==> src/rtl/mips_multicycle_control_if.sv <==
// Control-to-datapath bundle of the multicycle MIPS: decoded instruction fields and
// memory/ALU status come in, per-cycle selects, enables and the 4-bit ALU operation go out.
// Combinational only; no storage, no flow control of its own.
// Ports (master = controller): in opcode, funct, zero, mem_ready; out pc_write, i_or_d,
//   mem_read, mem_write, ir_write, reg_dst, mem_to_reg, reg_write, alu_src_a, alu_src_b,
//   pc_source, ALUOperation, illegal_op, state.
interface mips_multicycle_control_if;
  logic [5:0] opcode;
  logic [5:0] funct;
  logic       zero;
  logic       mem_ready;

  logic       pc_write;
  logic       i_or_d;
  logic       mem_read;
  logic       mem_write;
  logic       ir_write;
  logic       reg_dst;
  logic       mem_to_reg;
  logic       reg_write;
  logic [1:0] alu_src_a;
  logic [2:0] alu_src_b;
  logic [1:0] pc_source;
  logic [3:0] ALUOperation;
  logic       illegal_op;
  logic [3:0] state;

  modport master (
    input  opcode, funct, zero, mem_ready,
    output pc_write, i_or_d, mem_read, mem_write, ir_write, reg_dst, mem_to_reg,
           reg_write, alu_src_a, alu_src_b, pc_source, ALUOperation, illegal_op, state
  );

  modport slave (
    output opcode, funct, zero, mem_ready,
    input  pc_write, i_or_d, mem_read, mem_write, ir_write, reg_dst, mem_to_reg,
           reg_write, alu_src_a, alu_src_b, pc_source, ALUOperation, illegal_op, state
  );
endinterface

==> src/rtl/mips_multicycle_control.sv <==
// Multicycle MIPS control FSM: decodes the latched instruction and drives datapath selects,
// enables and the ALU operation each cycle. Branch/jump 3 cycles, R/I/sw 4, lw 5 (mem_ready=1).
// Backpressure: FETCH, MEM_RD and MEM_WR hold with their request asserted until mem_ready.
// Ports: clk, reset (async, active-low), bus (master modport of mips_multicycle_control_if).
// Parameter ILLEGAL_TRAP: 0 = unsupported instruction returns to FETCH, 1 = park in HALT.
module mips_multicycle_control #(
  parameter bit ILLEGAL_TRAP = 1'b0
) (
  input  logic                          clk,
  input  logic                          reset,
  mips_multicycle_control_if.master     bus
);

  typedef enum logic [3:0] {
    S_IDLE     = 4'd0,
    S_FETCH    = 4'd1,
    S_DECODE   = 4'd2,
    S_R_EXEC   = 4'd3,
    S_R_WB     = 4'd4,
    S_I_EXEC   = 4'd5,
    S_I_WB     = 4'd6,
    S_MEM_ADDR = 4'd7,
    S_MEM_RD   = 4'd8,
    S_MEM_WB   = 4'd9,
    S_MEM_WR   = 4'd10,
    S_BRANCH   = 4'd11,
    S_JUMP     = 4'd12,
    S_HALT     = 4'd13
  } state_e;

  // Opcodes
  localparam logic [5:0] OP_RTYPE = 6'h00;
  localparam logic [5:0] OP_J     = 6'h02;
  localparam logic [5:0] OP_BEQ   = 6'h04;
  localparam logic [5:0] OP_BNE   = 6'h05;
  localparam logic [5:0] OP_ADDI  = 6'h08;
  localparam logic [5:0] OP_ANDI  = 6'h0C;
  localparam logic [5:0] OP_ORI   = 6'h0D;
  localparam logic [5:0] OP_LUI   = 6'h0F;
  localparam logic [5:0] OP_LW    = 6'h23;
  localparam logic [5:0] OP_SW    = 6'h2B;

  // R-type function codes
  localparam logic [5:0] FN_SLL = 6'h00;
  localparam logic [5:0] FN_SRL = 6'h02;
  localparam logic [5:0] FN_ADD = 6'h20;
  localparam logic [5:0] FN_SUB = 6'h22;
  localparam logic [5:0] FN_AND = 6'h24;
  localparam logic [5:0] FN_OR  = 6'h25;
  localparam logic [5:0] FN_NOR = 6'h27;

  // ALU operation codes
  localparam logic [3:0] ALU_AND = 4'b0000;
  localparam logic [3:0] ALU_OR  = 4'b0001;
  localparam logic [3:0] ALU_LUI = 4'b0010;
  localparam logic [3:0] ALU_ADD = 4'b0011;
  localparam logic [3:0] ALU_SLL = 4'b0100;
  localparam logic [3:0] ALU_NOR = 4'b0101;
  localparam logic [3:0] ALU_SRL = 4'b0110;
  localparam logic [3:0] ALU_SUB = 4'b0111;

  // ALU A-input select
  localparam logic [1:0] A_PC = 2'd0;
  localparam logic [1:0] A_RS = 2'd1;
  localparam logic [1:0] A_RT = 2'd2;

  // ALU B-input select
  localparam logic [2:0] B_REG   = 3'd0;
  localparam logic [2:0] B_FOUR  = 3'd1;
  localparam logic [2:0] B_SEXT  = 3'd2;
  localparam logic [2:0] B_SEXT2 = 3'd3;
  localparam logic [2:0] B_ZEXT  = 3'd4;
  localparam logic [2:0] B_SHAMT = 3'd5;

  // PC source select
  localparam logic [1:0] PC_ALU    = 2'd0;
  localparam logic [1:0] PC_ALUOUT = 2'd1;
  localparam logic [1:0] PC_JUMP   = 2'd2;

  state_e state_q, state_d;

  logic       pc_write;
  logic       i_or_d;
  logic       mem_read;
  logic       mem_write;
  logic       ir_write;
  logic       reg_dst;
  logic       mem_to_reg;
  logic       reg_write;
  logic [1:0] alu_src_a;
  logic [2:0] alu_src_b;
  logic [1:0] pc_source;
  logic [3:0] alu_op;
  logic       illegal_op;

  // Supported R-type functions; anything else is rejected in DECODE so R_EXEC
  // never sees an unknown funct while the IR is held.
  function automatic logic r_funct_legal(input logic [5:0] f);
    case (f)
      FN_SLL, FN_SRL, FN_ADD, FN_SUB, FN_AND, FN_OR, FN_NOR: r_funct_legal = 1'b1;
      default:                                              r_funct_legal = 1'b0;
    endcase
  endfunction

  function automatic logic [3:0] r_alu_op(input logic [5:0] f);
    case (f)
      FN_SLL:  r_alu_op = ALU_SLL;
      FN_SRL:  r_alu_op = ALU_SRL;
      FN_SUB:  r_alu_op = ALU_SUB;
      FN_AND:  r_alu_op = ALU_AND;
      FN_OR:   r_alu_op = ALU_OR;
      FN_NOR:  r_alu_op = ALU_NOR;
      default: r_alu_op = ALU_ADD;
    endcase
  endfunction

  // Dispatch target out of DECODE; legal_dec low marks an unsupported instruction.
  state_e dispatch;
  logic   legal_dec;

  always_comb begin
    dispatch  = S_FETCH;
    legal_dec = 1'b1;
    case (bus.opcode)
      OP_RTYPE: begin
        dispatch  = S_R_EXEC;
        legal_dec = r_funct_legal(bus.funct);
      end
      OP_LW, OP_SW:                      dispatch = S_MEM_ADDR;
      OP_ADDI, OP_ANDI, OP_ORI, OP_LUI:  dispatch = S_I_EXEC;
      OP_BEQ, OP_BNE:                    dispatch = S_BRANCH;
      OP_J:                              dispatch = S_JUMP;
      default:                           legal_dec = 1'b0;
    endcase
  end

  always_ff @(posedge clk or negedge reset) begin
    if (!reset) state_q <= S_IDLE;
    else        state_q <= state_d;
  end

  always_comb begin
    state_d    = state_q;
    pc_write   = 1'b0;
    i_or_d     = 1'b0;
    mem_read   = 1'b0;
    mem_write  = 1'b0;
    ir_write   = 1'b0;
    reg_dst    = 1'b0;
    mem_to_reg = 1'b0;
    reg_write  = 1'b0;
    alu_src_a  = A_PC;
    alu_src_b  = B_REG;
    pc_source  = PC_ALU;
    alu_op     = ALU_AND;
    illegal_op = 1'b0;

    case (state_q)
      S_IDLE: state_d = S_FETCH;

      // PC+4 is computed every FETCH cycle, but the IR and PC only commit
      // on the cycle the memory reports completion.
      S_FETCH: begin
        mem_read  = 1'b1;
        alu_src_a = A_PC;
        alu_src_b = B_FOUR;
        alu_op    = ALU_ADD;
        pc_source = PC_ALU;
        ir_write  = bus.mem_ready;
        pc_write  = bus.mem_ready;
        if (bus.mem_ready) state_d = S_DECODE;
      end

      // Branch target precomputed into ALUOut while the opcode is examined.
      S_DECODE: begin
        alu_src_a = A_PC;
        alu_src_b = B_SEXT2;
        alu_op    = ALU_ADD;
        if (legal_dec) begin
          state_d = dispatch;
        end else begin
          illegal_op = 1'b1;
          state_d    = ILLEGAL_TRAP ? S_HALT : S_FETCH;
        end
      end

      S_R_EXEC: begin
        alu_op = r_alu_op(bus.funct);
        if (bus.funct == FN_SLL || bus.funct == FN_SRL) begin
          alu_src_a = A_RT;
          alu_src_b = B_SHAMT;
        end else begin
          alu_src_a = A_RS;
          alu_src_b = B_REG;
        end
        state_d = S_R_WB;
      end

      S_R_WB: begin
        reg_dst   = 1'b1;
        reg_write = 1'b1;
        state_d   = S_FETCH;
      end

      // Logical immediates are zero-extended; only addi sign-extends.
      S_I_EXEC: begin
        alu_src_a = A_RS;
        case (bus.opcode)
          OP_ADDI: begin alu_op = ALU_ADD; alu_src_b = B_SEXT; end
          OP_ANDI: begin alu_op = ALU_AND; alu_src_b = B_ZEXT; end
          OP_ORI:  begin alu_op = ALU_OR;  alu_src_b = B_ZEXT; end
          default: begin alu_op = ALU_LUI; alu_src_b = B_ZEXT; end
        endcase
        state_d = S_I_WB;
      end

      S_I_WB: begin
        reg_write = 1'b1;
        state_d   = S_FETCH;
      end

      S_MEM_ADDR: begin
        alu_src_a = A_RS;
        alu_src_b = B_SEXT;
        alu_op    = ALU_ADD;
        state_d   = (bus.opcode == OP_LW) ? S_MEM_RD : S_MEM_WR;
      end

      S_MEM_RD: begin
        i_or_d   = 1'b1;
        mem_read = 1'b1;
        if (bus.mem_ready) state_d = S_MEM_WB;
      end

      S_MEM_WB: begin
        mem_to_reg = 1'b1;
        reg_write  = 1'b1;
        state_d    = S_FETCH;
      end

      S_MEM_WR: begin
        i_or_d    = 1'b1;
        mem_write = 1'b1;
        if (bus.mem_ready) state_d = S_FETCH;
      end

      // ALU compares rs-rt; Zero resolves the branch in this same cycle.
      S_BRANCH: begin
        alu_src_a = A_RS;
        alu_src_b = B_REG;
        alu_op    = ALU_SUB;
        pc_source = PC_ALUOUT;
        pc_write  = (bus.opcode == OP_BEQ) ? bus.zero : ~bus.zero;
        state_d   = S_FETCH;
      end

      S_JUMP: begin
        pc_source = PC_JUMP;
        pc_write  = 1'b1;
        state_d   = S_FETCH;
      end

      S_HALT: state_d = S_HALT;

      // Encodings 14/15 are unreachable; recover through IDLE.
      default: state_d = S_IDLE;
    endcase
  end

  assign bus.pc_write     = pc_write;
  assign bus.i_or_d       = i_or_d;
  assign bus.mem_read     = mem_read;
  assign bus.mem_write    = mem_write;
  assign bus.ir_write     = ir_write;
  assign bus.reg_dst      = reg_dst;
  assign bus.mem_to_reg   = mem_to_reg;
  assign bus.reg_write    = reg_write;
  assign bus.alu_src_a    = alu_src_a;
  assign bus.alu_src_b    = alu_src_b;
  assign bus.pc_source    = pc_source;
  assign bus.ALUOperation = alu_op;
  assign bus.illegal_op   = illegal_op;
  assign bus.state        = state_q;

endmodule
==> src/flat_wrapper.sv <==
// flat-port wrapper written by rule: the top's interface ports become plain ports
module mips_multicycle_control_flat 
#(
  parameter bit ILLEGAL_TRAP = 1'b0
)
  (clk, reset, bus_opcode, bus_funct, bus_zero, bus_mem_ready, bus_pc_write, bus_i_or_d, bus_mem_read, bus_mem_write, bus_ir_write, bus_reg_dst, bus_mem_to_reg, bus_reg_write, bus_alu_src_a, bus_alu_src_b, bus_pc_source, bus_ALUOperation, bus_illegal_op, bus_state);
  mips_multicycle_control_if bus_i ();
  input  logic clk;
  input  logic reset;
  input wire logic [$bits(bus_i.opcode)-1:0] bus_opcode;
  input wire logic [$bits(bus_i.funct)-1:0] bus_funct;
  input wire logic [$bits(bus_i.zero)-1:0] bus_zero;
  input wire logic [$bits(bus_i.mem_ready)-1:0] bus_mem_ready;
  output wire logic [$bits(bus_i.pc_write)-1:0] bus_pc_write;
  output wire logic [$bits(bus_i.i_or_d)-1:0] bus_i_or_d;
  output wire logic [$bits(bus_i.mem_read)-1:0] bus_mem_read;
  output wire logic [$bits(bus_i.mem_write)-1:0] bus_mem_write;
  output wire logic [$bits(bus_i.ir_write)-1:0] bus_ir_write;
  output wire logic [$bits(bus_i.reg_dst)-1:0] bus_reg_dst;
  output wire logic [$bits(bus_i.mem_to_reg)-1:0] bus_mem_to_reg;
  output wire logic [$bits(bus_i.reg_write)-1:0] bus_reg_write;
  output wire logic [$bits(bus_i.alu_src_a)-1:0] bus_alu_src_a;
  output wire logic [$bits(bus_i.alu_src_b)-1:0] bus_alu_src_b;
  output wire logic [$bits(bus_i.pc_source)-1:0] bus_pc_source;
  output wire logic [$bits(bus_i.ALUOperation)-1:0] bus_ALUOperation;
  output wire logic [$bits(bus_i.illegal_op)-1:0] bus_illegal_op;
  output wire logic [$bits(bus_i.state)-1:0] bus_state;
  assign bus_i.opcode = bus_opcode;
  assign bus_i.funct = bus_funct;
  assign bus_i.zero = bus_zero;
  assign bus_i.mem_ready = bus_mem_ready;
  assign bus_pc_write = bus_i.pc_write;
  assign bus_i_or_d = bus_i.i_or_d;
  assign bus_mem_read = bus_i.mem_read;
  assign bus_mem_write = bus_i.mem_write;
  assign bus_ir_write = bus_i.ir_write;
  assign bus_reg_dst = bus_i.reg_dst;
  assign bus_mem_to_reg = bus_i.mem_to_reg;
  assign bus_reg_write = bus_i.reg_write;
  assign bus_alu_src_a = bus_i.alu_src_a;
  assign bus_alu_src_b = bus_i.alu_src_b;
  assign bus_pc_source = bus_i.pc_source;
  assign bus_ALUOperation = bus_i.ALUOperation;
  assign bus_illegal_op = bus_i.illegal_op;
  assign bus_state = bus_i.state;
  mips_multicycle_control #(.ILLEGAL_TRAP(ILLEGAL_TRAP)) u_core (.clk(clk), .reset(reset), .bus(bus_i));
endmodule
==> config.mk <==
export PLATFORM = sky130hd
export DESIGN_NAME = mips_multicycle_control_flat
export DESIGN_NICKNAME = d
export VERILOG_FILES = /design/src/rtl/mips_multicycle_control_if.sv /design/src/rtl/mips_multicycle_control.sv /design/src/flat_wrapper.sv
export SDC_FILE = /design/constraint.sdc
export NUM_CORES = 1
export LEC_CHECK = 0
export ABC_AREA = 1
export ABC_CLOCK_PERIOD_IN_PS = 2300
export BUFFER_PORTS_ARGS = -buffer_cell sky130_fd_sc_hd__buf_2
export CAP_MARGIN = 15
export CORE_MARGIN = 3
export CORE_UTILIZATION = 49
export CTS_BUF_LIST = sky130_fd_sc_hd__clkbuf_4 sky130_fd_sc_hd__clkbuf_8
export DETAILED_ROUTE_END_ITERATION = 8
export PLACE_DENSITY = 0.86
export SLEW_MARGIN = 20
export SYNTH_ARGS = -nofsm -noshare
export SYNTH_HDL_FRONTEND = slang
export SYNTH_SLANG_ARGS = --single-unit
==> constraint.sdc <==
create_clock -name clk -period 2.3 [get_ports clk]
set_input_delay 0.23 -clock clk [delete_from_list [all_inputs] [get_ports clk]]
set_output_delay 0.23 -clock clk [all_outputs]
set_load 0.02 [all_outputs]
# Word level (Yosys, flattened, before mapping)
# Index checks and enable logic that the tools add are counted.
[classes]
bitwise_logic = 1
reduce_logical = 16
muxes = 29
eq_ne = 31
[op_table]
columns = ["cell", "count"]
rows = [
  ["equality test 6 bit, second input constant", 7],
  ["one-hot mux 4 bit (9 select lines)", 1],
  ["equality test 4 bit, second input constant", 6],
  ["equality test 6 x 4 -> 1 bit, second input constant", 4],
  ["one-hot mux 4 bit (5 select lines)", 1],
  ["one-hot mux 3 bit (6 select lines)", 1],
  ["equality test 4 x 3 -> 1 bit, second input constant", 4],
  ["2-to-1 mux 4 bit", 4],
  ["one-hot mux 4 bit (4 select lines)", 1],
  ["one-hot mux 3 bit (5 select lines)", 1],
  ["equality test 6 x 2 -> 1 bit, second input constant", 2],
  ["equality test 6 x 3 -> 1 bit, second input constant", 2],
  ["logical NOT 6 bit", 2],
  ["2-to-1 mux 1 bit", 11],
  ["OR reduction 3 bit", 3],
  ["OR reduction 9 bit", 1],
  ["equality test 4 x 2 -> 1 bit, second input constant", 2],
  ["one-hot mux 2 bit (2 select lines)", 2],
  ["OR reduction 2 bit", 4],
  ["OR reduction 7 bit", 1],
  ["2-to-1 mux 3 bit", 2],
  ["inequality test 2 bit, second input constant", 3],
  ["one-hot mux 2 bit (3 select lines)", 1],
  ["OR reduction 6 bit", 1],
  ["9 further kinds", 10],
]
[word_totals]
register_bits = 4
output_inout_bits = 24
word_cells = 78
input_bits = 16

# Logic depth before layout (Yosys ltp)
[logic_depth]
word_depth = 6
depth_mapped = 11
ltp_nobuf = 11

# Worst setup path before layout
# Ideal clock, no wire load.
[synth_timing]
path_type = "reg-to-output"
start = "register u_core.state_q[2], in the netlist u_core.bus.state[2]"
end = "output bus_ALUOperation[2]"
slack_ns = 0.601
path_buffers = 0
arrival_time_ns = 1.469
path_stages_with_launch = 8
cell_sequence = "dfrtp_1 > nor2_1 > inv_2 > nor2_2 > inv_2 > nor2_2 > inv_2 > nand3_1"
[synth_via]
elab_chain_cells = 3
elab_cells_between_ends = 8
[synth_rtl]
columns = ["element", "line", "rtl"]
rows = [
  ["start: declaration", "mips_multicycle_control.sv:80", "state_e state_q, state_d;"],
  ["start signal: assignment", "mips_multicycle_control.sv:139", "else state_q <= state_d;"],
  ["equality test 4 x 3 -> 1 bit (tied with other cells)", "mips_multicycle_control.sv:158", "case (state_q)"],
  ["OR reduction 3 bit (no line)", "-", ""],
  ["one-hot mux 4 bit (4 select lines) (*)", "mips_multicycle_control.sv:158", ""],
  ["end: declaration", "flat_wrapper.sv:25", "output wire logic [$bits(bus_i.ALUOperation)-1:0] bus_ALUOperation;"],
]
# Every way passes the cells marked *; elsewhere a longest branch is shown, timed or not.

# Worst setup path in the final report
# Ends and elaborated chain as after synthesis.

==> results.cfg <==
[finish]
fin_cells = 193
seq_area_um2 = 100.1
final_area_um2 = 955.9
fillCellCount = 125
area_delta_synth_final_pct = 32.41
largest_reg_flops = 4
multi_input_area_um2 = 531.8
layout-drive-gt1-share_pct = 37.64
fin_nets = 196
fin_util_pct = 71.67
insertedDiodeCount = 0

[routing]
num_vias = 1082
route.detailed.drc = 0
wl_met2_um = 1062
drt-met1-wl_um = 900
wire_per_inst_um = 11.74
ant_nets = 0
routed.top_layer = met4
avgViaCountPerCell = 5.606
first_pass_iters = 4
met3_length_um = 245
dr.first_iter.drc_count = 49
drt-total-wl_um = 2265

[timing]
slew_viol_final = 0
max_freq_mhz = 523.1
rsz0062_at_grt = no
timing.final.ws_setup_ps = 388.3
setup_tns_ps = 0
post-route-min-period_ps = 1912
finalHoldViolCount = 0
fin_crit_sh_pct = 83.12
finalSetupViolCount = 0
skew_ps = 7.660

[power_and_ir_drop]
swShare_pct = 61.00
irDropWorstVdd_uv = 580.1
p_leak_uw = 0.0005945
internal_power_uw = 422.3
comb_power_share_pct = 78.0
p_per_area_mw_per_mm2 = 1133
p_sw_uw = 660.7
p_seq_share_pct = 13.7
clkPwrFrac_pct = 8.3

[yosys]
syn_area_per_cell_um2 = 5.270
yosys_warnings = 0
async_flop_share_pct = 100.0
ys_seq_area_share_pct = 13.86
synth_edf_count = 0
synth-seq-cells = 4
synthesis.area_um2 = 721.9
synth_area_leader_cell = nand2_1
synth.most_common_cell = nand2_1
ys.flop_type = dfrtp_1
synth_common_cells = nand2_1 (30), nor2_1 (26), nand3_1 (15), inv_1 (12), inv_2 (10)
yosys-top-cells-area = nand2_1 (16%), dfrtp_1 (14%), nor2_1 (14%)
syn_nets = 153
synth_cell_types = 21
yosysTopAreaCellShare_pct = 15.60
syn_inst = 137

[die]
die_y_um = 44.39
die_x_um = 44.39
core_area_mm2 = 0.001334
num_rows = 13
initial_core_util_pct = 54.13
dieArea_mm2 = 0.001970
io_pins = 40

[flow_run]
max_cap_viol_count = 0

[clock_tree]
numCtsBuffers = 3
htreeDepth = 1
cts.clk_slew.worst_paths_ps = 40
clock-sinks = 4
cts_tree = done
cts_buffer_depth = 2
worstSkewPairLatency_ps = 250
post_cts_buffers = 0
root_buffer = clkbuf_4

[worst_setup_path]
start_kind = flip-flop
crit_path_end_kind = output pin
crit_path_max_fanout = 6
critical_path_class = flip-flop to output pin
critPathArrivalTime_ps = 1680
cp.required_ps = 2070

[place]
post-dp-hpwl_um = 1900
globalplace.congestion = 0.9790
numPortBuffers = 38
placedCellCount = 189
placed_area_um2 = 923.4
place_ws_ps = 660.6

[grt]
grt_use_total_pct = 23.41
overflow = 0
antenna_found_initial = 0
grt_first_pass_wirelength_um = 3477
grt_max_degree = 8
first_global_vias = 881

[min_path]
hold_path.class = input port to flip-flop

[status]
outcome = finished, final reports clean
-- what timing repair did --
action,CTS,global route
endpoints found under the hold margin,4,0
hold buffers,1,0
gates resized for setup,0,0
-- path summary, 6_finish.rpt --
path,start,end,slack [ps],cells past startpoint
max in group asynchronous,reset,u_core.bus.state[1],1840,2
hold / removal,bus_mem_ready,u_core.bus.state[0],220,2
setup / recovery,u_core.bus.state[2],bus_ALUOperation[2],390,8
setup reg to reg,u_core.bus.state[3],u_core.bus.state[1],870,9
hold reg to reg,u_core.bus.state[3],u_core.bus.state[0],770,4
min in group asynchronous,reset,u_core.bus.state[2],330,2
-- area by class of cell --
type	count	area share [%]
well taps	15	1.963
flip-flops and latches	4	10.47
multi-input cells	110	55.63
clock buffers	3	2.356
repair buffers	39	20.94
inverters	22	8.639
-- metal layers --
layer  vias up  GRT usage [%]
li1        524              -
met1       475          30.37
met2        71          37.50
met3        12          6.911
met4         0          6.627
met5         -              0
-- critical path: stages (launching register included) --
cell	delay [ps]
dfrtp_1	430
nor2_1	230
inv_2	70
nor2_2	230
inv_2	70
nor2_2	110
inv_2	60
nand3_1	70
buf_2	160
-- stage by stage --
step,hold WS (ps),total power (uW)
global placement,33.00,969.2
CTS,215.4,1081
detailed placement,35.40,984.7
floorplan,-65.59,732.3
global route,224.1,1167
finish,224.0,1083
-- placed cells by master, fill, tap and decap left out --
| master | n |
|---|---|
| a211oi_1 | 1 |
| a21oi_1 | 5 |
| buf_2 | 38 |
| clkbuf_4 | 3 |
| conb_1 | 1 |
| dfrtp_1 | 4 |
| dlygate4sd3_1 | 1 |
| inv_1 | 12 |
| inv_2 | 10 |
| nand2_1 | 30 |
| nand2_2 | 4 |
| nand3_1 | 15 |
| nand4_1 | 3 |
| nor2_1 | 26 |
| nor2_2 | 9 |
| nor2_4 | 1 |
| nor3_1 | 1 |
| nor3_2 | 2 |
| o21ai_0 | 5 |
| o21ai_1 | 2 |
| o21bai_1 | 2 |
| o221ai_1 | 2 |
| o22ai_1 | 1 |
-- power by group through the flow --
stage          registers, uW  logic (uW)  clock network (uW)
2_1_floorplan            176         557                   0
3_3_place_gp             145         824                   0
3_5_place_dp             147         837                   0
4_1_cts                  147         840                93.7
5_1_grt                  152         916                99.0
6_report                 148         845                90.0
-- cells by family (layout without fill, tap and decap cells) --
group | after synthesis | after routing | synth area share (%)
AND/OR/NAND/NOR | 91 | 91 | 58.40
AO/OA/AOI/OAI | 18 | 18 | 14.73
flip-flops | 4 | 4 | 13.87
buffers and inverters | 23 | 64 | 12.48
other | 1 | 1 | 0.5194
Power figures use the tool's default switching activity.
